===== config.mk =====
export PLATFORM = sky130hd
export DESIGN_NAME = rd_burst_arbiter_flat
export DESIGN_NICKNAME = d
export VERILOG_FILES = /design/src/rtl/rd_burst_arbiter_if.sv /design/src/rtl/rd_burst_arbiter.sv /design/src/flat_wrapper.sv
export SDC_FILE = /design/constraint.sdc
export NUM_CORES = 1
export LEC_CHECK = 0
export CAP_MARGIN = 20
export CORE_AREA = 2 2 101 103
export CTS_CLUSTER_SIZE = 8
export DETAILED_ROUTE_END_ITERATION = 6
export DIE_AREA = 0 0 103 105
export PLACE_DENSITY = 0.77
export SYNTH_ARGS = -nofsm -noshare
export SYNTH_HDL_FRONTEND = slang
export SYNTH_SLANG_ARGS = --single-unit

===== constraint.sdc =====
create_clock -name clk -period 4.5 [get_ports clk]
set_clock_uncertainty 0.05 [all_clocks]
set_input_delay 1.125 -clock clk [delete_from_list [all_inputs] [get_ports clk]]
set_output_delay 1.125 -clock clk [all_outputs]
set_load 0.005 [all_outputs]

===== src/rtl/rd_burst_arbiter_if.sv =====
// rd_burst_arbiter_if: bundles the cache-side and memory-side burst read
// signals of rd_burst_arbiter.
//   Cache side : rreq (per-requester burst request), radr (packed start
//                addresses, requester i at [i*AW +: AW]), rack (per-requester
//                beat enable), rdata (broadcast beat data).
//   Memory side: mreq/madr (burst request and start address), mack (beat
//                enable, first one also acknowledges the request), mdata.
// Modport slave is the arbiter's view; modport master is the environment's
// view (caches plus memory).
interface rd_burst_arbiter_if #(
  parameter int NREQ = 4,
  parameter int AW   = 24,
  parameter int DW   = 64
);
  logic [NREQ-1:0]    rreq;
  logic [NREQ*AW-1:0] radr;
  logic [NREQ-1:0]    rack;
  logic [DW-1:0]      rdata;
  logic               mreq;
  logic [AW-1:0]      madr;
  logic               mack;
  logic [DW-1:0]      mdata;

  modport slave (
    input  rreq, radr, mack, mdata,
    output rack, rdata, mreq, madr
  );

  modport master (
    output rreq, radr, mack, mdata,
    input  rack, rdata, mreq, madr
  );
endinterface


===== src/rtl/rd_burst_arbiter.sv =====
// rd_burst_arbiter: shares one memory burst read port between NREQ caches.
// Requests are granted round-robin from IDLE, the winner's start address is
// forwarded on madr/mreq, and memory beat enables are steered to the granted
// cache only. Beat data is broadcast to every cache with zero latency.
// Ports:
//   clk, rst - clock and synchronous active-high reset
//   bus      - rd_burst_arbiter_if.slave (cache side and memory side)
//   busy     - high while a request or burst is in flight
//   gid      - index of the current grant (last grant while idle)
//   err      - sticky flag: memory beat enable seen while idle
module rd_burst_arbiter #(
  parameter int NREQ = 4,
  parameter int NTFR = 64,
  parameter int AW   = 24,
  parameter int DW   = 64
) (
  input  logic                    clk,
  input  logic                    rst,
  rd_burst_arbiter_if.slave       bus,
  output logic                    busy,
  output logic [$clog2(NREQ)-1:0] gid,
  output logic                    err
);

  localparam int GW = $clog2(NREQ);
  localparam int CW = $clog2(NTFR) + 1;

  typedef enum logic [1:0] {
    IDLE  = 2'd0,
    REQ   = 2'd1,
    BURST = 2'd2
  } state_t;

  state_t        state_q, state_d;
  logic [CW-1:0] cnt_q, cnt_d;
  logic [GW-1:0] last_q, last_d;
  logic [GW-1:0] gid_q, gid_d;
  logic          mreq_q, mreq_d;
  logic [AW-1:0] madr_q, madr_d;
  logic          err_q, err_d;

  logic [GW-1:0] sel;
  logic          sel_vld;
  logic [AW-1:0] radr_a [NREQ];

  for (genvar gi = 0; gi < NREQ; gi++) begin : g_radr
    assign radr_a[gi] = bus.radr[gi*AW +: AW];
  end

  // Round-robin pick: scan from the farthest candidate to the nearest so the
  // requester right after last_q overwrites everyone else and wins.
  always_comb begin
    int idx;
    idx     = 0;
    sel     = last_q;
    sel_vld = 1'b0;
    for (int k = NREQ; k >= 1; k--) begin
      idx = int'(last_q) + k;
      if (idx >= NREQ) idx = idx - NREQ;
      if (bus.rreq[idx]) begin
        sel     = GW'(idx);
        sel_vld = 1'b1;
      end
    end
  end

  always_comb begin
    state_d = state_q;
    cnt_d   = cnt_q;
    last_d  = last_q;
    gid_d   = gid_q;
    mreq_d  = mreq_q;
    madr_d  = madr_q;
    err_d   = err_q;
    case (state_q)
      IDLE: begin
        // No grant is active, so any beat enable here is stray.
        if (bus.mack) err_d = 1'b1;
        if (sel_vld) begin
          gid_d   = sel;
          madr_d  = radr_a[sel];
          mreq_d  = 1'b1;
          state_d = REQ;
        end
      end
      REQ: begin
        // First beat enable doubles as the request acknowledge.
        if (bus.mack) begin
          mreq_d = 1'b0;
          cnt_d  = CW'(1);
          if (NTFR == 1) begin
            state_d = IDLE;
            last_d  = gid_q;
          end else begin
            state_d = BURST;
          end
        end
      end
      BURST: begin
        if (bus.mack) begin
          if (cnt_q == CW'(NTFR - 1)) begin
            state_d = IDLE;
            last_d  = gid_q;
            cnt_d   = '0;
          end else begin
            cnt_d = cnt_q + CW'(1);
          end
        end
      end
      default: state_d = IDLE;
    endcase
  end

  always_ff @(posedge clk) begin
    if (rst) begin
      state_q <= IDLE;
      cnt_q   <= '0;
      last_q  <= GW'(NREQ - 1);
      gid_q   <= '0;
      mreq_q  <= 1'b0;
      madr_q  <= '0;
      err_q   <= 1'b0;
    end else begin
      state_q <= state_d;
      cnt_q   <= cnt_d;
      last_q  <= last_d;
      gid_q   <= gid_d;
      mreq_q  <= mreq_d;
      madr_q  <= madr_d;
      err_q   <= err_d;
    end
  end

  // Beat enables go only to the granted cache, and only while a grant is live.
  always_comb begin
    bus.rack = '0;
    for (int i = 0; i < NREQ; i++) begin
      bus.rack[i] = bus.mack && (state_q != IDLE) && (gid_q == GW'(i));
    end
  end

  assign bus.rdata = bus.mdata;
  assign bus.mreq  = mreq_q;
  assign bus.madr  = madr_q;
  assign busy      = (state_q != IDLE);
  assign gid       = gid_q;
  assign err       = err_q;

endmodule


===== src/flat_wrapper.sv =====
// flat-port wrapper written by rule: the top's interface ports become plain ports
module rd_burst_arbiter_flat 
#(
  parameter int NREQ = 4,
  parameter int NTFR = 64,
  parameter int AW   = 24,
  parameter int DW   = 64
)
  (clk, rst, busy, gid, err, bus_rreq, bus_radr, bus_mack, bus_mdata, bus_rack, bus_rdata, bus_mreq, bus_madr);
  rd_burst_arbiter_if #(.NREQ(NREQ), .AW(AW), .DW(DW)) bus_i ();
  input  logic clk;
  input  logic rst;
  output logic busy;
  output logic [$clog2(NREQ)-1:0] gid;
  output logic err;
  input wire logic [$bits(bus_i.rreq)-1:0] bus_rreq;
  input wire logic [$bits(bus_i.radr)-1:0] bus_radr;
  input wire logic [$bits(bus_i.mack)-1:0] bus_mack;
  input wire logic [$bits(bus_i.mdata)-1:0] bus_mdata;
  output wire logic [$bits(bus_i.rack)-1:0] bus_rack;
  output wire logic [$bits(bus_i.rdata)-1:0] bus_rdata;
  output wire logic [$bits(bus_i.mreq)-1:0] bus_mreq;
  output wire logic [$bits(bus_i.madr)-1:0] bus_madr;
  assign bus_i.rreq = bus_rreq;
  assign bus_i.radr = bus_radr;
  assign bus_i.mack = bus_mack;
  assign bus_i.mdata = bus_mdata;
  assign bus_rack = bus_i.rack;
  assign bus_rdata = bus_i.rdata;
  assign bus_mreq = bus_i.mreq;
  assign bus_madr = bus_i.madr;
  rd_burst_arbiter #(.NREQ(NREQ), .NTFR(NTFR), .AW(AW), .DW(DW)) u_core (.clk(clk), .rst(rst), .bus(bus_i), .busy(busy), .gid(gid), .err(err));
endmodule

Word-level counts from Yosys, hierarchy flattened
Index checks and enable logic that the tools add are counted.
{"block": "totals", "regBits": 39, "latch_bits": 0, "mem_bits_rw": 0, "mem_bits_ro": 0, "in_bits": 167, "out_inout_bits": 97, "memories": 0}
{"block": "classes", "add_sub_neg": 9, "multipliers": 0, "div": 0, "n_lt_le_gt_ge": 9, "eq_ne": 10, "shifts": 0, "mux": 39, "bitwise_logic": 1, "reduce_logical": 16}
{"cell": "32-bit by 4-bit greater-or-equal comparator with 1-bit output, second input constant", "count": 4}
{"cell": "32-bit by 4-bit less-than comparator with 1-bit output, second input constant", "count": 4}
{"cell": "32-bit two-way mux", "count": 4}
{"cell": "32-bit by 4-bit subtractor with 32-bit output, second input constant", "count": 4}
{"cell": "24-bit binary-select mux with 2-bit select", "count": 1}
{"cell": "24-bit two-way mux", "count": 2}
{"cell": "7-bit two-way mux", "count": 3}
{"cell": "2-bit two-way mux", "count": 8}
{"cell": "1-bit two-way mux", "count": 14}
{"cell": "7-bit one-hot mux with 2 select lines", "count": 1}
{"cell": "3-bit AND reduction", "count": 3}
{"cell": "1-bit binary-select mux with 2-bit select", "count": 4}
{"cell": "7-bit by 1-bit adder with 7-bit output, second input constant", "count": 1}
{"cell": "7-bit by 6-bit == test with 1-bit output, second input constant", "count": 1}
{"cell": "2-bit by 2-bit adder with 3-bit output, second input constant", "count": 2}
{"cell": "2-bit == test, second input constant", "count": 3}
{"cell": "2-bit one-hot mux with 3 select lines", "count": 1}
{"cell": "2-bit nonzero test", "count": 3}
{"cell": "1-bit logical AND", "count": 5}
{"cell": "2-bit by 3-bit adder with 4-bit output, second input constant", "count": 1}
{"cell": "2-bit by 1-bit == test with 1-bit output, second input constant", "count": 2}
{"cell": "2-bit zero test", "count": 2}
{"cell": "2-bit by 1-bit != test with 1-bit output, second input constant", "count": 2}
{"cell": "2-bit != test, second input constant", "count": 2}
{"cell": "other kinds (6)", "count": 7}

Longest topological paths before layout
{"block": "logic_depth", "depth_word": 14, "ltp_mapped": 8, "ltp_nobuf": 6}

Worst setup path before layout
Ideal clock, no wire load.
{"block": "synth_path", "kind": "input -> output", "start": "input port bus_mack", "end": "output port bus_rack[1]", "arrival_ps": 1712, "required_ps": 3325, "slack_ps": 1613, "path_stages": 3, "path_buffers": 1, "cell_sequence": "clkbuf_1 nand2_1 nor3b_1"}
{"block": "synth_via", "elab_chain_len": 2}
{"element": "start: declaration", "line_no": "flat_wrapper.sv:18", "text": "input wire logic [$bits(bus_i.mack)-1:0] bus_mack;"}
{"element": "1-bit logical AND (2 in series)", "line_no": "rd_burst_arbiter.sv:138", "text": "bus.rack[i] = bus.mack && (state_q != IDLE) && (gid_q == GW'(i));"}
{"element": "end: declaration", "line_no": "flat_wrapper.sv:20", "text": "output wire logic [$bits(bus_i.rack)-1:0] bus_rack;"}
No other way between the ends.

Worst setup path after layout
Ends and elaborated chain as after synthesis.

==> flow_summary.yaml <==
placement:
  dp_hpwl_um: 6325
  pre_cts_ws_ps: 338.3
  portBuffers: 135
  place_congestion: 0.7906
synthesis:
  synthFlopType: "dfxtp_1"
  yosys_warnings: 0
  syn_area_per_cell_um2: 8.598
  ys_seq_elements: 39
  synthesis.instances: 327
  synth_cell_types: 38
  synth-edff-count: 0
  yosysSeqAreaShare_pct: 27.77
  syn_area_um2: 2811
  async_flop_share_pct: 0
  syn-num-nets: 495
clocking:
  cts.htree.levels: 2
  holdBufCountCts: 0
  cts_root_buffer: "clkbuf_8"
  numCtsBuffers: 5
  clk_latency_ps: 300
  cts_setup_buffers: 0
  clockBufferDepth: 2
  clk_pin_slew_ps: 90
  cts_resized: 0
  numClockSinks: 39
  cts_tree: "done"
sta:
  fin_crit_ps: 3858
  finalCritPeriodShare_pct: 85.73
  setup_tns_ps: 0
  fmax_ghz: 0.2592
  drv_slew: 0
  rsz0062_at_grt: "false"
  setup_viol: 0
  fin_hold_ws_ps: 439.2
  slew_headroom_pct: 38.41
  worstMarginPinSlew_ps: 920.4
  finalHoldViolations: 0
  setup_ws_ps: 641.9
pwr:
  powerDensity_nw_per_um2: 265.3
  vdd_drop_max_uv: 134.4
  leakage_nw: 1.450
grt:
  antenna_found_initial: 0
  grt_max_degree: 31
  grt_remaining_overflow: 0
  grt_pass1_wl_um: 12880
  grt.total_usage_pct: 14.88
  grt_pass1_vias: 2603
flow_run:
  max_cap_viol_count: 0
floorplanning:
  core_um2: 9639
  die_h_um: 105
  ios: 264
  die_area_um2: 10820
  start_util_pct: 29.17
  chipWidth_um: 103
  rows: 36
finish:
  final_nets: 556
  synthToLayoutAreaGrowth_pct: 38.45
  layout_common_cells: "clkdlybuf4s50_1 (135), dfxtp_1 (39), mux2i_1 (38)"
  diodes: 0
  mostFrequentLayoutCell: "clkdlybuf4s50_1"
  drive_above_1_share_pct: 5.656
setup_path:
  crit_required_ps: 3320
  critPathKind: "in2out"
  rr_startpoint: "u_core.last_q[1]"
  path_max_fanout: 10
  crit_start: "bus_mack"
  cp-start-kind: "primary input"
  ff2ff_setup_slack_ps: 1530
  endpoint: "bus_rack[1]"
  worst_r2r_endpoint: "u_core.bus.madr[4]"
  r2r_cells: 6
  end_kind: "output port"
  arrival_ps: 2680
drt:
  drt-total-wl_um: 8225
  route.vias.total: 2580
  viasPerCell: 4.943
  drt_iter0_markers: 77
  drc: 0
  postRouteAntennaNets: 0
  wl_per_cell_um: 15.76
  first_pass_iters: 4
hold_path:
  hold_path_depth: 2
  min_path_type: "reg2reg"
outcome:
  status: "finished, final reports clean"
worst min-delay path by stage:
stage                    startpoint         endpoint
CTS                      u_core.err       u_core.err
global route        u_core.cnt_q[6]  u_core.cnt_q[6]
floorplan                u_core.err       u_core.err
detailed placement       u_core.err       u_core.err
global placement         u_core.err       u_core.err
finish                   u_core.err       u_core.err
report_power, final:
part	total, mW	leakage, nW	switching (mW)	internal, mW
registers	0.404	0.322	0.0241	0.380
logic	0.327	1.07	0.129	0.198
clock network	0.302	0.0581	0.137	0.165
critical path, cell delays in order:
cell and delay (ps):
clkdlybuf4s50_1 670, nand2_1 150, nor3b_1 210, clkdlybuf4s50_1 520
routing by layer:
metal | GRT usage [%] | wire [um]
met1 | 16.93 | 3299
met3 | 3.545 | 527
met2 | 26.72 | 4258
met4 | 4.793 | 140
met5 | 0 | 0
cells in the mapped netlist (all sizes together) (3+ instances only):
library cell  instances  share of area, %
o21ai                17               3.0
and3                  3              0.67
mux2                  3               1.6
a21oi                 9               1.6
or3                   3              0.67
nor4b                11               3.4
dfxtp                39                28
buf                  72                19
nand3                21               3.7
clkbuf               14               1.9
o221ai               13               4.7
nor2                 18               2.4
xor2                  3              0.93
nand2                13               1.7
a211oi               22               5.9
mux2i                38                14
inv                   4              0.53
nor3                  4              0.71
metrics by stage:
step / util (%) / instance area (um2) / total power, mW / cells
finish: 40.38 / 3892 / 1.033 / 522
floorplan: - / 2811 / 0.5964 / 327
detailed placement: 39.21 / 3780 / 0.7398 / 514
global placement: 39.21 / 3780 / 0.7321 / 514
CTS: 40.38 / 3892 / 1.042 / 522
global route: 40.38 / 3892 / 1.086 / 522
cell type report:
cell class / instances / area (um2)
clock buffer: 5 / 68.82
clock inverter: 3 / 43.79
fill: 997 / 5747
inverter: 4 / 15.01
multi-input combinational: 198 / 1429
sequential: 39 / 780.7
tap: 133 / 166.4
timing repair buffer: 140 / 1389
sequential cells by signal (all words and copies together) (netlist names):
| signal | count |
|---|---|
| u_core.last_q | 2 |
| u_core.state_q | 2 |
| u_core.cnt_q | 7 |
| u_core.err | 1 |
| u_core.gid | 2 |
| u_core.bus.madr | 24 |
| u_core.bus.mreq | 1 |
cell families after synthesis:
logic type                 count (synthesis)  synth area share [%]
adders and majority gates                  1                0.4450
xor gates and xnor gates                   4                 1.246
DFF                                       39                 27.77
buffers and inverters                     90                 21.45
muxes                                     41                 15.13
AOI/OAI and AO/OA                         65                 16.87
and+or+nand+nor                           87                 17.09
Note: power is estimated with default switching activity, not from simulation.
